==> config.mk <==
export PLATFORM = sky130hd
export DESIGN_NAME = mem_arbiter
export DESIGN_NICKNAME = d
export VERILOG_FILES = /design/src/rtl/mem_arb_pkg.sv /design/src/rtl/mem_arb_mux.sv /design/src/rtl/mem_arbiter.sv
export SDC_FILE = /design/constraint.sdc
export NUM_CORES = 1
export LEC_CHECK = 0
export ABC_AREA = 1
export ABC_CLOCK_PERIOD_IN_PS = 2200
export CORE_MARGIN = 2
export CORE_UTILIZATION = 22
export DETAILED_ROUTE_END_ITERATION = 7
export HOLD_SLACK_MARGIN = 0.12
export PLACE_DENSITY = 0.88
export SKIP_CTS_REPAIR_TIMING = 1
export SYNTH_ARGS = -nofsm -noshare
export SYNTH_HDL_FRONTEND = slang
export SYNTH_SLANG_ARGS = --single-unit
export TNS_END_PERCENT = 1
==> constraint.sdc <==
create_clock -name clock -period 2.2 [get_ports clock]
set_clock_uncertainty 0.15 [all_clocks]
set_input_delay 0.22 -clock clock [delete_from_list [all_inputs] [get_ports clock]]
set_output_delay 0.22 -clock clock [all_outputs]
set_load 0.1 [all_outputs]
==> src/rtl/mem_arb_pkg.sv <==
// Shared definitions for the two-master memory arbiter.
// State encodings equal the one-hot grant so the state register drives grant directly.
package mem_arb_pkg;

  typedef enum logic [1:0] {
    IDLE = 2'b00,
    OWN0 = 2'b01,
    OWN1 = 2'b10
  } arb_state_t;

  localparam int M0 = 0;
  localparam int M1 = 1;

endpackage

==> src/rtl/mem_arb_mux.sv <==
// Combinational steering of the mem_if port and the waitrequests from the current grant.
module mem_arb_mux
  import mem_arb_pkg::*;
#(
  parameter int ADDR_WIDTH = 20,
  parameter int DATA_WIDTH = 16,
  parameter int BE_WIDTH   = DATA_WIDTH / 8
) (
  input  logic                  reset,
  input  logic [1:0]            grant,
  input  logic [ADDR_WIDTH-1:0] m0_address,
  input  logic [BE_WIDTH-1:0]   m0_byteenable,
  input  logic                  m0_read,
  input  logic                  m0_write,
  input  logic [DATA_WIDTH-1:0] m0_writedata,
  output logic                  m0_waitrequest,
  input  logic [ADDR_WIDTH-1:0] m1_address,
  input  logic [BE_WIDTH-1:0]   m1_byteenable,
  input  logic                  m1_write,
  input  logic [DATA_WIDTH-1:0] m1_writedata,
  output logic                  m1_waitrequest,
  output logic [ADDR_WIDTH-1:0] mem_address,
  output logic [BE_WIDTH-1:0]   mem_byteenable,
  output logic                  mem_read,
  output logic                  mem_write,
  output logic [DATA_WIDTH-1:0] mem_writedata,
  input  logic                  mem_waitrequest
);

  // Reset gates the strobes in the same cycle so an in-flight transfer drops at once.
  always_comb begin
    mem_address    = m0_address;
    mem_byteenable = m0_byteenable;
    mem_writedata  = m0_writedata;
    mem_read       = 1'b0;
    mem_write      = 1'b0;
    m0_waitrequest = 1'b1;
    m1_waitrequest = 1'b1;
    if (grant[M1]) begin
      mem_address    = m1_address;
      mem_byteenable = m1_byteenable;
      mem_writedata  = m1_writedata;
    end
    if (!reset) begin
      if (grant[M1]) begin
        mem_write      = m1_write;
        m1_waitrequest = mem_waitrequest;
      end else if (grant[M0]) begin
        mem_read       = m0_read;
        mem_write      = m0_write;
        m0_waitrequest = mem_waitrequest;
      end
    end
  end

endmodule

==> src/rtl/mem_arbiter.sv <==
// Round-robin arbiter with lock and hold limit sharing mem_if between m0 and m1.
// Define MEM_ARB_STATS_EN to add per-master transfer and m1 wait counters.
module mem_arbiter
  import mem_arb_pkg::*;
#(
  parameter int ADDR_WIDTH = 20,
  parameter int DATA_WIDTH = 16,
  parameter int BE_WIDTH   = DATA_WIDTH / 8,
  parameter int MAX_HOLD   = 8,
  parameter int HOLD_WIDTH = 4
) (
  input  logic                  clock,
  input  logic                  reset,
  input  logic [ADDR_WIDTH-1:0] m0_address,
  input  logic [BE_WIDTH-1:0]   m0_byteenable,
  input  logic                  m0_read,
  input  logic                  m0_write,
  input  logic [DATA_WIDTH-1:0] m0_writedata,
  input  logic                  m0_lock,
  output logic [DATA_WIDTH-1:0] m0_readdata,
  output logic                  m0_waitrequest,
  input  logic [ADDR_WIDTH-1:0] m1_address,
  input  logic [BE_WIDTH-1:0]   m1_byteenable,
  input  logic                  m1_write,
  input  logic [DATA_WIDTH-1:0] m1_writedata,
  input  logic                  m1_lock,
  output logic                  m1_waitrequest,
  output logic [ADDR_WIDTH-1:0] mem_address,
  output logic [BE_WIDTH-1:0]   mem_byteenable,
  output logic                  mem_read,
  output logic                  mem_write,
  output logic [DATA_WIDTH-1:0] mem_writedata,
  input  logic [DATA_WIDTH-1:0] mem_readdata,
  input  logic                  mem_waitrequest,
`ifdef MEM_ARB_STATS_EN
  output logic [31:0]           stat_xfer0,
  output logic [31:0]           stat_xfer1,
  output logic [31:0]           stat_wait1,
`endif
  output logic [1:0]            grant
);

  localparam logic [HOLD_WIDTH-1:0] HOLD_MAX = HOLD_WIDTH'(MAX_HOLD);

  arb_state_t            state;
  logic                  last_owner;
  logic [HOLD_WIDTH-1:0] hold_cnt;
  logic [HOLD_WIDTH-1:0] hold_next;
  logic                  req0, req1, accepted;
  logic                  own_req, own_lock, other_req, own_idx;
  arb_state_t            other_state;

  assign req0        = m0_read | m0_write;
  assign req1        = m1_write;
  assign accepted    = (mem_read | mem_write) && !mem_waitrequest;
  assign hold_next   = (hold_cnt == HOLD_MAX) ? hold_cnt : hold_cnt + HOLD_WIDTH'(accepted);
  assign grant       = state;
  assign m0_readdata = mem_readdata;

  always_comb begin
    own_req     = 1'b0;
    own_lock    = 1'b0;
    other_req   = 1'b0;
    own_idx     = 1'b0;
    other_state = IDLE;
    if (state == OWN0) begin
      own_req     = req0;
      own_lock    = m0_lock;
      other_req   = req1;
      own_idx     = 1'b0;
      other_state = OWN1;
    end else if (state == OWN1) begin
      own_req     = req1;
      own_lock    = m1_lock;
      other_req   = req0;
      own_idx     = 1'b1;
      other_state = OWN0;
    end
  end

  // The hold-limit handover waits for the owner's transfer to be accepted, never mid-stall.
  always_ff @(posedge clock) begin
    if (reset) begin
      state      <= IDLE;
      last_owner <= 1'b1;
      hold_cnt   <= '0;
    end else if (state == IDLE) begin
      if (req0 && (!req1 || last_owner)) state <= OWN0;
      else if (req1)                     state <= OWN1;
    end else if (own_lock) begin
      hold_cnt <= hold_next;
    end else if (!own_req) begin
      state      <= other_req ? other_state : IDLE;
      last_owner <= own_idx;
      hold_cnt   <= '0;
    end else if (hold_next == HOLD_MAX && other_req && !mem_waitrequest) begin
      state      <= other_state;
      last_owner <= own_idx;
      hold_cnt   <= '0;
    end else begin
      hold_cnt <= hold_next;
    end
  end

  mem_arb_mux #(
    .ADDR_WIDTH(ADDR_WIDTH),
    .DATA_WIDTH(DATA_WIDTH),
    .BE_WIDTH  (BE_WIDTH)
  ) u_mux (
    .reset          (reset),
    .grant          (grant),
    .m0_address     (m0_address),
    .m0_byteenable  (m0_byteenable),
    .m0_read        (m0_read),
    .m0_write       (m0_write),
    .m0_writedata   (m0_writedata),
    .m0_waitrequest (m0_waitrequest),
    .m1_address     (m1_address),
    .m1_byteenable  (m1_byteenable),
    .m1_write       (m1_write),
    .m1_writedata   (m1_writedata),
    .m1_waitrequest (m1_waitrequest),
    .mem_address    (mem_address),
    .mem_byteenable (mem_byteenable),
    .mem_read       (mem_read),
    .mem_write      (mem_write),
    .mem_writedata  (mem_writedata),
    .mem_waitrequest(mem_waitrequest)
  );

`ifdef MEM_ARB_STATS_EN
  always_ff @(posedge clock) begin
    if (reset) begin
      stat_xfer0 <= '0;
      stat_xfer1 <= '0;
      stat_wait1 <= '0;
    end else begin
      if (accepted && state == OWN0) stat_xfer0 <= stat_xfer0 + 32'd1;
      if (accepted && state == OWN1) stat_xfer1 <= stat_xfer1 + 32'd1;
      if (req1 && state != OWN1)     stat_wait1 <= stat_wait1 + 32'd1;
    end
  end
`endif

endmodule

Yosys cells after proc, flatten, opt, wreduce, memory -nomap -nowiden:

Cells that the tools add are included.

* output and inout port bits: 60
* bits of input ports: 100
* bits in registers: 7
* word-level logic and storage cells: 63

* $add $sub $neg: 1
* muxes and demuxes: 37
* equality and inequality tests: 8
* bitwise logic cells: 4
* reduce and logical (&&, ||, !) cells: 10

Operators by type and width (number)
* $mux W1: 22
* $mux W20: 1
* $mux W2: 9
* $mux W16: 1
* $mux W4: 4
* $eq A4 B4 Y1 const B: 2
* $reduce_and A3 Y1: 2
* $add A4 B1 Y4: 1
* $logic_and A1 B1 Y1: 4
* $ne A2 B1 Y1 const B: 2
* $ne A3 B1 Y1 const B: 1
* $ne A3 B2 Y1 const B: 1
* $eq A2 B1 Y1 const B: 1
* $eq A2 B2 Y1 const B: 1
* $logic_not A1 Y1: 2
* $logic_not A2 Y1: 1
* $not A1 Y1: 2
* $or A1 B1 Y1: 2
* $logic_or A1 B1 Y1: 1

Depth between registers and ports, before layout:

Gate-level depths: netlist (run 1).

* depth in word-level cells: 14
* gate-level depth with buffers: 21
* mapped depth without buffers: 21

Modules after synthesis:

Synthesis (run 1) repeated with hierarchy kept, for this count alone.

* cells, all modules: 239
* area total of the unflattened synthesis: 1214.9 µm²

Modules (own cells, without submodules)
* mem_arbiter: area an instance 671.9 µm², cells each 104, times used 1
* mem_arb_mux: area an instance 543.0 µm², cells each 135, times used 1

Least setup slack after synthesis (run 1):

No wires, ideal clock.

* path kind: flip-flop to flip-flop
* start point: reg state[0], in the netlist grant[0]
* end point: reg state[0], in the netlist grant[0]
* setup time: 0.113 ns
* arrival time: 4.675 ns
* required time: 1.937 ns
* clock period less this slack: 4.938 ns
* path slack: -2.738 ns
* cell stages (with the launch flop): 18
* path through: dfxtp_1 > nand2_1 > nor3_1 > nor2_1 > nor2_1 > ha_1 > ha_1 > inv_1 > nand2_1 > nand2_1 > nand2_1 > nand2_1 > nor2_1 > nand2_1 > nand2_2 > nand3_1 > nor2_1 > nor2_1

* cells in the longest elaborated chain, start to end: 12

Ends and longest elaborated chain
* from (decl): RTL line mem_arbiter.sv:45 `arb_state_t state;`
* from (signal assigned): RTL line mem_arbiter.sv:93 `state <= other_req ? other_state : IDLE;`
* from (signal assigned): RTL line mem_arbiter.sv:97 `state <= other_state;`
* $mux W1: RTL line mem_arb_mux.sv:48 `end else if (grant[M0]) begin`
* $mux W1: RTL line mem_arb_mux.sv:45 `if (grant[M1]) begin`
* $mux W1: RTL line mem_arb_mux.sv:44 `if (!reset) begin`
* named net mem_read: RTL line mem_arbiter.sv:30 `output logic mem_read,`
* $or A1 B1 Y1: RTL line mem_arbiter.sv:55 `assign accepted = (mem_read | mem_write) && !mem_waitrequest;`
* $logic_and A1 B1 Y1: RTL line mem_arbiter.sv:55
* $add A4 B1 Y4: RTL line mem_arbiter.sv:56 `assign hold_next = (hold_cnt == HOLD_MAX) ? hold_cnt : hold_cnt + HOLD_WIDTH'(accepted);`
* $mux W4: RTL line mem_arbiter.sv:56
* $eq A4 B4 Y1: RTL line mem_arbiter.sv:96 `end else if (hold_next == HOLD_MAX && other_req && !mem_waitrequest) begin`
* $logic_and A1 B1 Y1 (2 in series): RTL line mem_arbiter.sv:96
* $ne A3 B1 Y1 (no line)
* $reduce_and A3 Y1 (no line)

The timed path passes the listed nets, and every way through them passes these cells. The select of a mux whose other input is x is not followed.
A chain may end at the register's enable or synchronous reset.

Worst setup path in the final report (run 1):

* start point: in m0_read
* end point: reg state[0], in the netlist grant[0]

* cells in the longest elaborated chain, start to end: 12

Ends and longest elaborated chain
* from (decl): RTL line mem_arbiter.sv:16 `input logic m0_read,`
* $mux W1: RTL line mem_arb_mux.sv:48
* $mux W1: RTL line mem_arb_mux.sv:45
* $mux W1: RTL line mem_arb_mux.sv:44
* $or A1 B1 Y1: RTL line mem_arbiter.sv:55
* $logic_and A1 B1 Y1: RTL line mem_arbiter.sv:55
* $add A4 B1 Y4: RTL line mem_arbiter.sv:56
* $mux W4: RTL line mem_arbiter.sv:56
* $eq A4 B4 Y1: RTL line mem_arbiter.sv:96
* $logic_and A1 B1 Y1 (2 in series): RTL line mem_arbiter.sv:96
* $ne A3 B1 Y1 (no line)
* $reduce_and A3 Y1 (no line)

Parallel ways exist; a longest one is shown, timed or not. The select of a mux whose other input is x is not followed.

==> results.md, run 1 <==
- Status: complete, but fails checks
- Violated checks: setup timing
- Die height: roughly 76 µm
- Final hold vios: 0
- Critical path peak fanout: 4
- Port Buffer Count: 127
- Top Usage Layer GRT: met2
- Post-Layout Cell Count: 428
- Vias: 1830
- Largest net degree at the start of global routing: 43
- Drc violations: 0
- Prevailing post-synth register cell: dfxtp_1
- Fin crit period: about 2300 ps
- Worst rel slew slack: 71.6%
- Max clock buf depth: 2
- FF+latch count, synth: 7
- N_diodes: 0
- CP startpoint kind: input pin
- Die area: roughly 5700 µm²
- Reg-to-reg critical path startpoint: grant[1]$_SDFFE_PP0P_
- Flop2flop setup slack: -90 ps
- Yosys top cell area share: 47.7%
- Post-Syn Instances: 237
- Max Fclk: 435 MHz
- Largest cells by area after synthesis: nand2_1, dfxtp_1, buf_4
- Routed WL: 4960 µm
- Syn Area/Cell: about 4.7 µm²
- Met3 usage: 2.25%
- Ports: 160
- Remaining Overflow, GRT: 0
- Count leader, synth: nand2_1
- Max-slew violations: 0
- CP endpoint kind: flip-flop
- Post-synth EDFFs: 0
- P_leak: 1.46 nW
- Placed cell count: 422
- PwrDens: 1860 nW/µm²
- Dpl hpwl: 4250 µm
- Synth unique cells: 19
- Initial antenna violation count: 0
- CTS tree: yes
- DRT iter0 DRCs: 73
- GRT Overall Usage: around 16%
- Core Rows: 26
- Netlist Area Pre-Place: 1120 µm²
- Worst min-delay path class: in2out
- Chip width: 75.5 µm
- GRT met1 Usage: between 15 and 20%
- Clock latency on the worst-skew pair: 220 ps
- Synth warnings: 0
- Area grow syn2layout: 166%
- Setup CP Type: in2reg
- Mapped Nets: 339
- TritonRoute pass-1 iters: 4
- WL per Instance: 11.6 µm
- Setup violators final: 6
- Post-route ant nets: 0
- Worst Path Arrival: 2300 ps
- Core area: 5010 µm²
- Num CTS Buffers: 3
- Sum of negative setup slack: -377 ps
- Pwr Total: 5.54 mW
- Worst r2r dst: grant[0]$_SDFFE_PP0P_
- CP endpoint: grant[0]$_SDFFE_PP0P_
- Placed Area: about 2900 µm²
- Hold Crit Depth: 0
- VDD IR max: between 0.0009 and 0.001 V
- Reg clk slew, reported paths: 40 ps
- RePlAce Congestion: 0.877
- Hold slack: 290 ps
- First-pass GRT wire length: 7120 µm
- Sequential share of the synthesized area: 12.5%
- Setup ws final: -99.5 ps
- Number of max-cap violations: 0
- RSZ-0062 raised after global routing: yes
- Initial core utilization: between 20% and 30%
- Clock sinks: 7
- Fin crit share: 105%
- Critical Path RT: 2200 ps
- Vias in the first global route: 1678
- Layout cell share with drive strength beyond 1: 22.3%
- Synth async-reset ratio: 0%
- Met2 usage: approximately 31%
- Drt via density: 4.28
- Clk root buf: clkbuf_8
- H-Tree Depth: 1
- Nets: 461
- Register-to-Register Path Depth: 21
- Synth top cells by count: nand2_1, inv_1, buf_4
- Final instance area: 2990 µm²
- Final core occ: approximately 60%
- Worst Tran Pin Value: 427 ps
- Start point of the critical path: m0_read
- Synth area leader: nand2_1
- Place WS: -353 ps
[layout by cell type, fill, tap and decap left out]
| master | count |
|---|---|
| a21boi_1 | 1 |
| a21oi_1 | 5 |
| a21oi_4 | 1 |
| buf_12 | 43 |
| buf_4 | 15 |
| clkbuf_1 | 1 |
| clkbuf_8 | 3 |
| clkdlybuf4s50_1 | 83 |
| dfxtp_1 | 5 |
| dfxtp_4 | 2 |
| ha_2 | 1 |
| ha_4 | 1 |
| inv_1 | 15 |
| inv_2 | 3 |
| inv_4 | 1 |
| nand2_1 | 138 |
| nand2_2 | 5 |
| nand2_4 | 1 |
| nand3_1 | 5 |
| nand3_2 | 2 |
| nand4_1 | 2 |
| nor2_1 | 14 |
| nor2_2 | 1 |
| nor3_1 | 3 |
| nor3_4 | 1 |
| o21ai_0 | 4 |
| o21ai_1 | 1 |
| o22ai_1 | 1 |
[where the power goes]
group	total (mW)	switching [mW]	internal, mW	leakage, nW
logic	5.11	3.42	1.70	1.38
registers	0.251	0.0591	0.192	0.0588
clock network	0.175	0.0503	0.125	0.0228
[metal layers]
metal	vias up	routed length, µm
met5	-	0
met4	0	53
met3	6	259
met2	69	2950
met1	812	1700
li1	943	-
[cell type report]
cell class | count | area (µm²)
Multi-Input combinational cell | 187 | 828
Timing Repair Buffer | 141 | 1800
Tap cell | 70 | 87.6
Clock buffer | 4 | 45.0
Sequential cell | 7 | 148
Inverter | 19 | 73.8
Fill cell | 442 | 2020
[sequential cells by signal, indices dropped and copies added, names as in the netlist]
signal      cells
last_owner      1
hold_cnt        4
grant           2
[worst max-delay path, stage by stage]
cell	delay, ps
clkdlybuf4s50_1	450
inv_1	70
nor3_4	210
nor2_1	70
nor2_1	110
ha_2	220
ha_4	140
inv_2	30
nand2_2	50
nand2_2	60
nand2_1	70
nand2_1	50
nor2_1	90
nand2_1	70
nand2_2	90
nand3_2	90
nand2_1	80
nand2_1	50
nor2_1	80
[logic make-up after synthesis]
family	Yosys count	share of synthesized area, %
fa+ha+maj	2	2.22
flops	7	12.5
compound gates	13	6.12
simple gates	172	59.5
buf+inv	43	19.7
[worst min-delay path by stage]
stage,from,end,slack (ps)
floorplan,reset,hold_cnt[1]$_SDFFE_PP0N_,140
finish,mem_readdata[0],m0_readdata[0],290
CTS,mem_readdata[11],m0_readdata[11],290
detailed placement,mem_readdata[11],m0_readdata[11],290
global placement,mem_readdata[11],m0_readdata[11],290
global route,mem_readdata[12],m0_readdata[12],290
No activity file was read; power rests on OpenSTA's default activity.
==> run 2, diff against run 1 <==
--- a/config.mk
+++ b/config.mk
@@ -7,7 +7,6 @@
 export LEC_CHECK = 0
 export ABC_AREA = 1
 export ABC_CLOCK_PERIOD_IN_PS = 2200
-export CORE_MARGIN = 2
 export CORE_UTILIZATION = 22
 export DETAILED_ROUTE_END_ITERATION = 7
 export HOLD_SLACK_MARGIN = 0.12
==> run 2 against run 1 <==
Final area increased by 0.21%; combinational power hardly changed; first-iteration DRC count is 11% higher; count of clock-buffer cells in the layout unchanged; worst hold slack stayed put; routed wire length is 5.5% higher; via count grew 0.38%; non-clock buffer count is the same; the flow still finishes with violations (setup timing); critical path depth fell by 1.
==> results.md, run 2 (synthesis gave the netlist of run 1 again) <==
- CTS tree: yes
- Chip width: 73.5 µm
- Max clock buf depth: 2
- Nets: 461
- Post-route ant nets: 0
- Place WS: -395 ps
- CP endpoint kind: flip-flop
- Hold Crit Depth: 0
- Number of max-cap violations: 0
- Worst rel slew slack: 72.1%
- Max-slew violations: 0
- Drt via density: 4.32
- Largest Register: hold_cnt
- Port Buffer Count: 127
- Comb pwr share: 92.2%
- Pint: 2.00 mW
- Final hold vios: 0
- Hold Crit Endpoint: m0_readdata[10]
- Worst Tran Pin Value: 419 ps
- N_diodes: 0
- Core Rows: 25
- Sw power: 3.56 mW
- Reg-to-reg critical path startpoint: grant[1]$_SDFFE_PP0P_
- Pwr Total: 5.56 mW
- Hold slack: 290 ps
- H-Tree Depth: 1
- Critical path peak fanout: 4
- Setup ws final: -186 ps
- Clock latency on the worst-skew pair: 220 ps
- Fillers: about 420
- Remaining Overflow, GRT: 0
- Sw frac: 64.0%
- Register-to-Register Path Depth: 20
- Die area: ~5400 µm²
- Critical Path RT: 2200 ps
- Worst Path Arrival: 2390 ps
- Clock power share: 3.2%
- Flop2flop setup slack: -170 ps
- Num CTS Buffers: 3
- Vias in the first global route: roughly 1700
- Status: complete, but fails checks
- Initial core utilization: 23.4%
- Area grow syn2layout: 166%
- Setup CP Type: in2reg
- VDD IR max: 0.000910 V
- Layout cell share with drive strength beyond 1: 22.3%
- Clock sinks: 7
- P_leak: about 1.5 nW
- Max Fclk: 419 MHz
- Vias: about 1800
- Most frequent cells in the layout: nand2_1, clkdlybuf4s50_1, buf_12, inv_1, buf_4
- Fin crit share: 108%
- WL per Instance: 12.3 µm
- Routed WL: 5230 µm
- Reg clk slew, reported paths: approximately 40 ps
- First-pass GRT wire length: about 7600 µm
- Ports: 160
- Drc violations: 0
- Largest net degree at the start of global routing: 43
- Initial antenna violation count: 0
- Final core occ: 62.1%
- Die height: 73.5 µm
- Sequential Power Share: 4.6%
- Setup violators final: 6
- DRT iter0 DRCs: between 80 and 90
- Hold Crit Start: mem_readdata[10]
- Worst min-delay path class: in2out
- GRT Overall Usage: 17.9%
- CP startpoint kind: input pin
- Worst r2r dst: grant[0]$_SDFFE_PP0P_
- RePlAce Congestion: around 0.84
- Most common cell after layout, fill and taps aside: nand2_1
- PwrDens: 1860 nW/µm²
- Max FFs per register: 4
- Clk root buf: clkbuf_8
- Dpl hpwl: 4440 µm
- Core area: 4820 µm²
- TritonRoute pass-1 iters: 4
- Violated checks: setup timing
- RSZ-0062 raised after global routing: yes
- Fin crit period: 2390 ps
run 2: changes by cell type in the layout (fill, tap and decap cells not counted):
| cell | previous run | this run |
|---|---|---|
| a21boi_0 | 0 | 1 |
| a21boi_1 | 1 | 0 |
| dlymetal6s2s_1 | 0 | 1 |
| nand3_2 | 2 | 1 |
| nand3_4 | 0 | 1 |
| clkdlybuf4s50_1 | 83 | 82 |
run 2: cell type report:
| class | count | area, µm² | area share (%) |
|---|---|---|---|
| timing repair buffer | 141 | 1810 | 60.4 |
| sequential | 7 | 148 | 4.93 |
| multi-input combinational | 187 | 836 | 27.9 |
| clock buffer | 4 | 45.0 | 1.51 |
| inverter | 19 | 73.8 | 2.47 |
| tap | 67 | 83.8 | 2.80 |
run 2: worst max path at each step:
stage | start | to | slack, ps | cells after the start
after floorplan | grant[0]$_SDFFE_PP0P_ | grant[0]$_SDFFE_PP0P_ | -740 | 17
after global placement | m1_write | grant[1]$_SDFFE_PP0P_ | -210 | 19
after detailed placement | m1_write | grant[1]$_SDFFE_PP0P_ | -390 | 19
after CTS | grant[1]$_SDFFE_PP0P_ | grant[0]$_SDFFE_PP0P_ | -200 | 20
after global routing | grant[1]$_SDFFE_PP0P_ | grant[0]$_SDFFE_PP0P_ | -270 | 20
final | m1_write | grant[0]$_SDFFE_PP0P_ | -190 | 18
run 2: stage by stage:
stage,instance area [µm²],TNS [ps],cells
final,2990,-860,425
after global routing,2990,-1480,425
after CTS,2950,-945,424
after detailed placement,2910,-2200,420
after global placement,2910,-1150,420
after floorplan,1180,-5440,237
run 2: power groups by stage:
stage | registers (mW) | clock network, mW | logic, mW
floorplan | 0.380 | 0 | 3.18
global placement | 0.251 | 0 | 5.02
detailed placement | 0.251 | 0 | 5.10
CTS | 0.253 | 0.181 | 5.11
global route | 0.264 | 0.187 | 5.33
finish | 0.257 | 0.177 | 5.13
run 2: metal layers:
metal	global-route usage [%]	up-vias	routed length, µm
li1	-	943	-
met1	18.1	806	1800
met2	37.6	80	3090
met3	2.61	8	253
met4	3.21	0	86
met5	0	-	0
run 2: worst max-delay path: stages:
cell	delay (ps)
clkdlybuf4s50_1	500
nand2_1	100
a21oi_4	150
nor2_1	60
nor2_1	120
ha_2	220
buf_4	110
buf_4	100
nand3_1	70
nand2_1	90
nand2_1	60
nor2_1	90
nand2_1	60
nand2_2	120
nand3_4	90
nand2_1	80
nand2_1	50
nor2_1	90
